==> src/rtl/even_odd_decoder.sv <==
// even_odd_decoder
//   Recovers a data bit from a stream of tagged 4-bit words. Each word is
//   in[3:1] = 3-bit sequence tag, in[0] = data bit. A HUNT/CHECK/LOCKED
//   state machine acquires sequence lock after LOCK_CNT consecutive
//   in-sequence words. While LOCKED it accepts in-sequence words and counts
//   out-of-sequence ones. After LOSS_CNT consecutive misses it drops back
//   to HUNT.
//
// Ports
//   clk        : single clock, all logic on posedge
//   rst        : synchronous active-high reset, overrides all other inputs
//   in[3:0]    : tagged word (tag in [3:1], data in [0])
//   in_valid   : in is sampled only when high
//   clr_stats  : synchronous clear of err_cnt/one_cnt/zero_cnt
//   data_out   : data bit of the last accepted word
//   data_valid : one-cycle pulse when data_out/seq_out carry a new word
//   seq_out    : tag of the last accepted word
//   locked     : high while in LOCKED
//   err_cnt    : saturating count of out-of-sequence words seen in LOCKED
//   one_cnt    : saturating count of accepted 1 bits
//   zero_cnt   : saturating count of accepted 0 bits
module even_odd_decoder #(
  parameter int LOCK_CNT = 2,
  parameter int LOSS_CNT = 2
) (
  input  logic       clk,
  input  logic       rst,
  input  logic [3:0] in,
  input  logic       in_valid,
  input  logic       clr_stats,
  output logic       data_out,
  output logic       data_valid,
  output logic [2:0] seq_out,
  output logic       locked,
  output logic [7:0] err_cnt,
  output logic [7:0] one_cnt,
  output logic [7:0] zero_cnt
);

  localparam logic [2:0] LOCK_N = 3'(LOCK_CNT);
  localparam logic [2:0] LOSS_N = 3'(LOSS_CNT);

  typedef enum logic [1:0] {HUNT, CHECK, LOCKED} state_t;

  state_t     state, state_nxt;
  logic [2:0] exp_seq, exp_nxt;
  logic [2:0] match_cnt, match_nxt;
  logic [2:0] miss_cnt, miss_nxt;
  logic       dout_nxt, dv_nxt, lock_nxt;
  logic [2:0] seq_nxt;
  logic       err_inc, one_inc, zero_inc;
  logic [7:0] err_nxt, one_nxt, zero_nxt;
  logic [2:0] tag;

  // Increment that sticks at 255 instead of wrapping.
  function automatic logic [7:0] sat_inc(input logic [7:0] v, input logic inc);
    if (inc && v != 8'hFF) return v + 8'd1;
    return v;
  endfunction

  assign tag = in[3:1];

  always_comb begin
    state_nxt = state;
    exp_nxt   = exp_seq;
    match_nxt = match_cnt;
    miss_nxt  = miss_cnt;
    dout_nxt  = data_out;
    seq_nxt   = seq_out;
    dv_nxt    = 1'b0;
    err_inc   = 1'b0;
    one_inc   = 1'b0;
    zero_inc  = 1'b0;
    if (in_valid) begin
      unique case (state)
        HUNT: begin
          exp_nxt   = tag + 3'd1;
          match_nxt = 3'd1;
          state_nxt = (LOCK_N == 3'd1) ? LOCKED : CHECK;
        end
        CHECK: begin
          if (tag == exp_seq) begin
            match_nxt = match_cnt + 3'd1;
            exp_nxt   = exp_seq + 3'd1;
            if (match_cnt + 3'd1 >= LOCK_N) state_nxt = LOCKED;
          end else begin
            // Resynchronise on the new tag without touching err_cnt.
            exp_nxt   = tag + 3'd1;
            match_nxt = 3'd1;
          end
        end
        LOCKED: begin
          // Flywheel: the expected tag advances whether or not the word matched.
          exp_nxt = exp_seq + 3'd1;
          if (tag == exp_seq) begin
            dv_nxt   = 1'b1;
            dout_nxt = in[0];
            seq_nxt  = tag;
            miss_nxt = 3'd0;
            one_inc  = in[0];
            zero_inc = ~in[0];
          end else begin
            err_inc = 1'b1;
            if (miss_cnt + 3'd1 >= LOSS_N) begin
              state_nxt = HUNT;
              miss_nxt  = 3'd0;
            end else begin
              miss_nxt = miss_cnt + 3'd1;
            end
          end
        end
        default: state_nxt = HUNT;
      endcase
    end
    lock_nxt = (state_nxt == LOCKED);
    // A clear wins over any increment arriving in the same cycle.
    err_nxt  = clr_stats ? 8'd0 : sat_inc(err_cnt, err_inc);
    one_nxt  = clr_stats ? 8'd0 : sat_inc(one_cnt, one_inc);
    zero_nxt = clr_stats ? 8'd0 : sat_inc(zero_cnt, zero_inc);
  end

  always_ff @(posedge clk) begin
    if (rst) begin
      state      <= HUNT;
      exp_seq    <= 3'd0;
      match_cnt  <= 3'd0;
      miss_cnt   <= 3'd0;
      data_out   <= 1'b0;
      data_valid <= 1'b0;
      seq_out    <= 3'd0;
      locked     <= 1'b0;
      err_cnt    <= 8'd0;
      one_cnt    <= 8'd0;
      zero_cnt   <= 8'd0;
    end else begin
      state      <= state_nxt;
      exp_seq    <= exp_nxt;
      match_cnt  <= match_nxt;
      miss_cnt   <= miss_nxt;
      data_out   <= dout_nxt;
      data_valid <= dv_nxt;
      seq_out    <= seq_nxt;
      locked     <= lock_nxt;
      err_cnt    <= err_nxt;
      one_cnt    <= one_nxt;
      zero_cnt   <= zero_nxt;
    end
  end

endmodule

==> config.mk <==
export PLATFORM = sky130hd
export DESIGN_NAME = even_odd_decoder
export DESIGN_NICKNAME = d
export VERILOG_FILES = /design/src/rtl/even_odd_decoder.sv
export SDC_FILE = /design/constraint.sdc
export NUM_CORES = 1
export LEC_CHECK = 0
export ABC_CLOCK_PERIOD_IN_PS = 2400
export BUFFER_PORTS_ARGS = -buffer_cell sky130_fd_sc_hd__buf_4
export CAP_MARGIN = 20
export CORE_MARGIN = 2
export CORE_UTILIZATION = 25
export CTS_CLUSTER_DIAMETER = 100
export CTS_CLUSTER_SIZE = 16
export DETAILED_ROUTE_END_ITERATION = 8
export GPL_TIMING_DRIVEN = 0
export PLACE_DENSITY = 0.53
export SETUP_SLACK_MARGIN = 0.05
export SKIP_CTS_REPAIR_TIMING = 1
export SLEW_MARGIN = 0
export SYNTH_ARGS = -nofsm -noshare
export SYNTH_HDL_FRONTEND = slang
export SYNTH_SLANG_ARGS = --single-unit
==> constraint.sdc <==
create_clock -name clk -period 2.4 [get_ports clk]
set_input_delay 0.12 -clock clk [delete_from_list [all_inputs] [get_ports clk]]
set_output_delay 0.12 -clock clk [all_outputs]
set_load 0.01 [all_outputs]
Word level (Yosys, flattened, before mapping)
Cells that the tools add are included.
Word-level totals
  bits in registers: 41
  input bits: 8
  logic and storage cells: 70
Operators by class
  add/sub/neg operators: 7
  $lt $le $gt $ge: 2
  equality and inequality tests: 7
  multiplexer cells: 28
  bitwise gates (word level): 3
  reductions and logical operators: 12
Operators by type and width (number)
  8-bit by 1-bit adder with 8-bit output, second input constant: 3
  8-bit 2-to-1 mux: 3
  8-bit != test, second input constant: 3
  1-bit 2-to-1 mux: 13
  3-bit by 1-bit adder with 3-bit output, second input constant: 4
  3-bit 2-to-1 mux: 4
  2-bit 2-to-1 mux: 5
  3-bit case mux with 3 select lines: 1
  3-bit by 2-bit >= comparator with 1-bit output, second input constant: 2
  2-bit case mux with 3 select lines: 1
  3-bit case mux with 2 select lines: 1
  2-bit AND reduction: 3
  2-bit == test, second input constant: 2
  3-bit == test: 1
  1-bit logical AND: 3
  1-bit inverter: 3
  3-bit AND reduction: 1
  3-bit nonzero test: 1
  3-bit OR reduction: 1
  2-bit by 1-bit == test with 1-bit output, second input constant: 1
  2-bit logical NOT: 1
  2-bit nonzero test: 1
  2-bit OR reduction: 1

Longest topological paths before layout
Gate-level depths: netlist (run 1).
  word-level depth: 7
  mapped depth: 8
  mapped depth without buffers: 7

Least setup slack after synthesis (run 1)
Ideal clock, no wire load.
  kind: register to register
  start: register state[0]
  end: register one_cnt[7]
  data arrival time: 1.713 ns
  required time: 2.272 ns
  setup slack: 0.559 ns
  stages on the path, launching flop included: 8
  path buffers: 0
  clock period less this slack: 1.841 ns
  path through: dfxtp_1 -> inv_1 -> ha_1 -> and2_2 -> nand4_1 -> or4_1 -> mux2i_1 -> nor2_1
Between the ends
  longest elaborated chain between the ends: 5
RTL lines
  start: declaration: RTL line 45  | state_t state, state_nxt;
  start signal: assignment: RTL line 136  | state <= state_nxt;
  2-bit == test: RTL line 75  | unique case (state)
  1-bit 2-to-1 mux: RTL line 75
  1-bit 2-to-1 mux: RTL line 74  | if (in_valid) begin
  1-bit logical AND: RTL line 57  | if (inc && v != 8'hFF) return v + 8'd1;
  1-bit 2-to-1 mux: RTL line 57
  end signal: assignment: RTL line 145  | one_cnt <= one_nxt;
  end: declaration: RTL line 36  | output logic [7:0] one_cnt,
Every way passes these cells.
A chain may end at the register's enable or synchronous reset.

Worst setup path after layout (run 1)
Ends and elaborated chain as after synthesis.

==> results.py, run 1 <==
metrics = {
    "run_status": {
        "status": "finished clean",
    },
    "clock_tree": {
        "h-tree-depth": 2,
        "cts_tree": "yes",
        "clk_path_buf_depth": 2,
        "cts.sinks": 41,
        "cts-root-buf": "clkbuf_8",
        "path_clk_slew_ns": 0.08,
        "cts_inserted_buffers": 5,
        "clk_latency_ns": 0.29,
    },
    "global_routing": {
        "grt_use_met2": 0.174,
        "grt_pass1_wl_um": 8490,
        "grt_use_met1": 0.142,
        "overflow": 0,
        "grt_max_degree": 13,
        "antenna_found_initial": 0,
        "grt_use_met3": 0.0281,
        "top_usage_layer": "met2",
        "grt_pass1_vias": 1798,
        "grt_usage": 0.109,
    },
    "timing": {
        "min_period_over_period": 0.879,
        "finalWorstSetupSlack_ns": 0.291,
        "fmax_mhz": 474,
        "finalMaxSlewViolations": 0,
        "fin_crit_ns": 2.11,
        "rsz0062_at_grt": "false",
        "relSlewSlack": 0.595,
        "tightest_slew_ns": 0.599,
        "setup-tns-final_ns": 0,
        "setup_violations": 0,
        "clock_skew_ns": 0.00505,
        "hold_viol": 0,
    },
    "critical_path": {
        "rr_worst_depth": 7,
        "max_stage_delay_ns": 0.56,
        "reg2reg_to": "one_cnt[7]",
        "critPathKind": "reg2reg",
        "worst_r2r_startpoint": "state[0]",
        "startpoint_type": "flop",
        "reg2reg_slack_ns": 0.29,
        "path_buf_inv": 1,
        "required_ns": 2.57,
        "crit_fanout": 7,
        "cp-end-kind": "flop",
        "critPathSlowestCell": "or4_1",
        "crit_arrival_ns": 2.28,
        "worstPathCellList": "inv_1 > ha_1 > and2_2 > nand4_1 > or4_1 > mux2i_1 > nor2_1",
        "crit_family": "simple AND/OR/NAND/NOR gates",
    },
    "synth": {
        "synth_top_area_cell": "dfxtp_1",
        "synth_most_common_cell": "dfxtp_1",
        "yosysSeqAreaShare": 0.378,
        "syn_avg_cell_area_sq_um": 8.38,
        "netlist_instances": 259,
        "synth_async_sr_flop_share": 0,
        "synthTopCellsByArea": "dfxtp_1, ha_1, xnor2_1",
        "ys_ff_latch": 41,
        "synth_top_cell_area_share": 0.378,
        "synth_flop_cell": "dfxtp_1",
        "synthesis.nets": 280,
        "synth_common_cells": "dfxtp_1, nor2_1, nand2_1",
        "synth_edf_count": 0,
        "synth_cell_type_count": 46,
        "yosysWarnings": 0,
        "synth_area_sq_um": 2170,
    },
    "worst_hold_path": {
        "hold_end": "seq_out[1]",
        "hold_start": "in[2]",
        "hold_path_class": "in2reg",
        "hold_depth": 3,
    },
    "layout": {
        "layout.nets": 323,
        "area_growth_pct": 22.7,
        "drive_gt1_frac": 0.179,
        "fillers": 905,
        "antenna_cells": 0,
        "final_core_util": 0.321,
        "regArea_sq_um": 821,
        "multiInputGateArea_sq_um": 1270,
    },
    "routing": {
        "ant_nets": 0,
        "drt-initial-drc-count": 63,
        "vias_per_cell": 4.65,
        "avgRoutedWirePerCell_um": 12.2,
        "route.detailed.drc": 0,
        "drtPass1Iterations": 4,
        "drt-total-wl_um": 4970,
        "routed-via-count": 1891,
    },
    "placement": {
        "gp_congestion": 0.833,
        "dp_slack_ns": 0.299,
        "dp_hpwl_um": 3720,
        "numPortBuffers": 36,
    },
    "floorplan": {
        "core_sq_um": 8300,
        "start_util": 0.261,
        "core.rowCount": 33,
        "fp.dieW_um": 97.2,
        "die_h_um": 97.2,
        "dieArea_sq_um": 9440,
        "ios": 38,
    },
    "power": {
        "finalPower_uw": 1290,
        "comb_power_share": 0.095,
        "ir_worst_vdd_mv": 0.167,
        "swShare": 0.257,
        "power_density_nw_per_um2": 485,
        "clockPowerShare": 0.365,
        "power.switching_uw": 332,
        "power.leakage_uw": 0.000989,
        "seq_power_share": 0.540,
        "intPower_uw": 960,
    },
    "job": {
        "cap_violations": 0,
    },
}
-- state kept, by name, indices dropped and copies added, names as in the netlist --
register / flops
zero_cnt: 8
miss_cnt: 3
exp_seq: 3
one_cnt: 8
match_cnt: 3
locked: 1
seq_out: 3
data_valid: 1
data_out: 1
err_cnt: 8
state: 2
-- worst register-to-register path, stage by stage (launching register included) --
cell and delay (ns):
dfxtp_1 0.34, inv_1 0.12, ha_1 0.30, and2_2 0.25, nand4_1 0.20, or4_1 0.56
mux2i_1 0.16, nor2_1 0.05
-- through the flow --
step	hold WS, ns	area (sq um)	std cells
after global routing	0.102	2660	407
final	0.114	2660	407
after detailed placement	0.421	2570	400
after global placement	0.413	2570	400
after CTS	0.101	2660	407
after floorplan	0.256	2170	259
-- layout by cell type, fill, tap and decap left out, drive strengths merged, types with 2 or more instances in the layout --
cell,instances
nand2,25
nor2b,2
a31oi,3
a21oi,18
nor3b,2
nor4,3
o21a,2
nand3,17
and3,5
xor2,10
and2,5
buf,38
inv,11
ha,13
or3,2
nand2b,2
nand4,2
mux2i,2
xnor2,16
dfxtp,41
o21ai,8
nor3,13
a311oi,2
o31ai,2
clkbuf,12
nor2,31
-- layer usage --
layer  vias to the layer above  wire length (um)
met2                        44              2230
li1                        978                 -
met3                         4               267
met5                         -                 0
met4                         0                73
met1                       865              2390
-- power groups by stage --
| stage | Combinational [uW] | Sequential (uW) | Clock, uW |
|---|---|---|---|
| 6_report | 123 | 697 | 471 |
| 5_1_grt | 140 | 699 | 526 |
| 4_1_cts | 125 | 698 | 498 |
| 3_5_place_dp | 124 | 714 | 0 |
| 3_3_place_gp | 123 | 714 | 0 |
| 2_1_floorplan | 88.1 | 712 | 0 |
-- how the worst max path moves through the flow --
stage	cells after the start	slack, ns	endpoint	from
5_1_grt	8	0.07	one_cnt[4]	state[0]
2_1_floorplan	7	0.56	one_cnt[7]	state[0]
6_report	7	0.29	one_cnt[7]	state[0]
3_5_place_dp	8	0.30	one_cnt[5]	state[0]
3_3_place_gp	8	0.26	one_cnt[5]	state[0]
4_1_cts	8	0.27	one_cnt[5]	state[0]
-- cell families (layout without fill, tap and decap cells) --
kind of cell / Yosys count / after routing / synth area share
adder cells (fa/ha/maj): 13 / 13 / 0.0750
AND/OR/NAND/NOR: 116 / 116 / 0.268
multiplexers: 2 / 2 / 0.00923
XOR/XNOR: 26 / 26 / 0.108
AO/OA/AOI/OAI: 42 / 42 / 0.127
flip-flops: 41 / 41 / 0.378
buffers and inverters: 19 / 62 / 0.0340
-- area by class of cell --
| class | instances | area share |
|---|---|---|
| Buffer | 8 | 0.0127 |
| Clock buffer | 6 | 0.0310 |
| Clock inverter | 1 | 0.00282 |
| Inverter | 11 | 0.0155 |
| Multi-Input combinational cell | 199 | 0.479 |
| Sequential cell | 41 | 0.308 |
| Tap cell | 105 | 0.0493 |
| Timing Repair Buffer | 36 | 0.102 |
Power figures use the tool's default switching activity.
==> run 2, diff against run 1 <==
SETUP_SLACK_MARGIN = 0.4   (was 0.05)
==> results.py, run 2 (synthesis results as in run 1) <==
metrics = {
    "global_routing": {
        "grt_pass1_wl_um": 8490,
        "overflow": 0,
        "grt_usage": 0.109,
        "grt_pass1_vias": 1798,
        "grt_max_degree": 13,
        "antenna_found_initial": 0,
    },
    "routing": {
        "routed-via-count": 1886,
        "drtPass1Iterations": 4,
        "avgRoutedWirePerCell_um": 12.3,
        "vias_per_cell": 4.62,
        "route.detailed.drc": 0,
        "drt-initial-drc-count": 58,
        "drt-total-wl_um": 5010,
        "ant_nets": 0,
    },
    "timing": {
        "rsz0062_at_grt": "false",
        "fmax_mhz": 530,
        "setup-tns-final_ns": 0,
        "hold_viol": 0,
        "holdWs_ns": 0.114,
        "min_period_over_period": 0.786,
        "tightest_slew_ns": 0.599,
        "setup_violations": 0,
        "finalWorstSetupSlack_ns": 0.514,
        "finalMaxSlewViolations": 0,
        "fin_crit_ns": 1.89,
        "clock_skew_ns": 0.00470,
        "relSlewSlack": 0.595,
    },
    "layout": {
        "final_core_util": 0.324,
        "reg.largest.list": "err_cnt x8, one_cnt x8, zero_cnt x8",
        "drive_gt1_frac": 0.195,
        "area_growth_pct": 24.1,
        "final_cell_mix": "dfxtp_1, buf_4, nor2_1",
        "layout.nets": 324,
        "mostFrequentLayoutCell": "dfxtp_1",
        "antenna_cells": 0,
    },
    "clock_tree": {
        "cts.sinks": 41,
        "clk_latency_ns": 0.29,
        "clk_path_buf_depth": 2,
        "cts_tree": "yes",
        "h-tree-depth": 2,
        "path_clk_slew_ns": 0.08,
        "cts-root-buf": "clkbuf_8",
        "cts_inserted_buffers": 5,
    },
    "power": {
        "intPower_uw": 960,
        "seq_power_share": 0.539,
        "swShare": 0.258,
        "clockPowerShare": 0.364,
        "finalPower_uw": 1290,
        "power.switching_uw": 334,
        "comb_power_share": 0.097,
        "ir_worst_vdd_mv": 0.167,
        "power_density_nw_per_um2": 481,
        "power.leakage_uw": 0.000995,
    },
    "critical_path": {
        "rr_worst_depth": 6,
        "startpoint_type": "flop",
        "crit_fanout": 7,
        "required_ns": 2.57,
        "cp-end-kind": "flop",
        "crit_arrival_ns": 2.05,
        "critPathKind": "reg2reg",
    },
    "floorplan": {
        "dieArea_sq_um": 9440,
        "ios": 38,
        "core.rowCount": 33,
        "start_util": 0.261,
        "core_sq_um": 8300,
        "fp.dieW_um": 97.2,
        "die_h_um": 97.2,
    },
    "worst_hold_path": {
        "hold_path_class": "in2reg",
        "hold_depth": 3,
    },
    "placement": {
        "gp_congestion": 0.833,
        "dp_slack_ns": 0.299,
        "dp_hpwl_um": 3720,
        "numPortBuffers": 36,
    },
    "run_status": {
        "status": "finished clean",
    },
    "job": {
        "cap_violations": 0,
    },
}
==> run 2: changes by cell type in the layout (fill, tap and decap cells not counted), sizes merged <==
cell	delta
buf	+1
==> run 2: metrics by stage <==
stage | area, sq um | std cells
after floorplan | 2170 | 259
after CTS | 2660 | 407
after global placement | 2570 | 400
after detailed placement | 2570 | 400
after global routing | 2690 | 408
final | 2690 | 408
==> run 2: power by group through the flow <==
stage | clock network (uW) | registers (uW) | logic [uW]
2_1_floorplan | 0 | 712 | 88.1
3_3_place_gp | 0 | 714 | 123
3_5_place_dp | 0 | 714 | 124
4_1_cts | 498 | 698 | 125
5_1_grt | 526 | 699 | 141
6_report | 471 | 698 | 126
==> run 2: layer usage <==
layer  routed length (um)  vias up  part of all wire  global-route usage
met3                  181        4             0.036              0.0281
li1                     -      982                 -                   -
met5                    0        -                 0                   0
met2                 2230       29              0.45               0.174
met4                   73        0             0.015              0.0401
met1                 2520      871              0.50               0.142
==> run 2: critical path, stage by stage (launching register included) <==
cell and delay [ns]:
dfxtp_1 0.44, ha_4 0.20, and2_4 0.18, nand4_1 0.19, or4_4 0.56, mux2i_1 0.15, nor2_1 0.05
==> run 2: area by class of cell <==
cell class / instances / area, sq um
repair buffers: 37 / 278
clock buffers: 6 / 82.6
plain buffers: 8 / 33.8
well taps: 105 / 131
flip-flops and latches: 41 / 821
fillers: 903 / 5610
multi-input cells: 199 / 1300
clock inverters: 1 / 7.51
inverters: 11 / 41.3
==> run 2: final timing paths <==
kind,end,slack (ns),start
worst min-delay path,seq_out[1],0.11,in[2]
worst max register to register,one_cnt[7],0.51,state[1]
worst max-delay path,one_cnt[7],0.51,state[1]
worst min register to register,seq_out[2],0.46,seq_out[2]
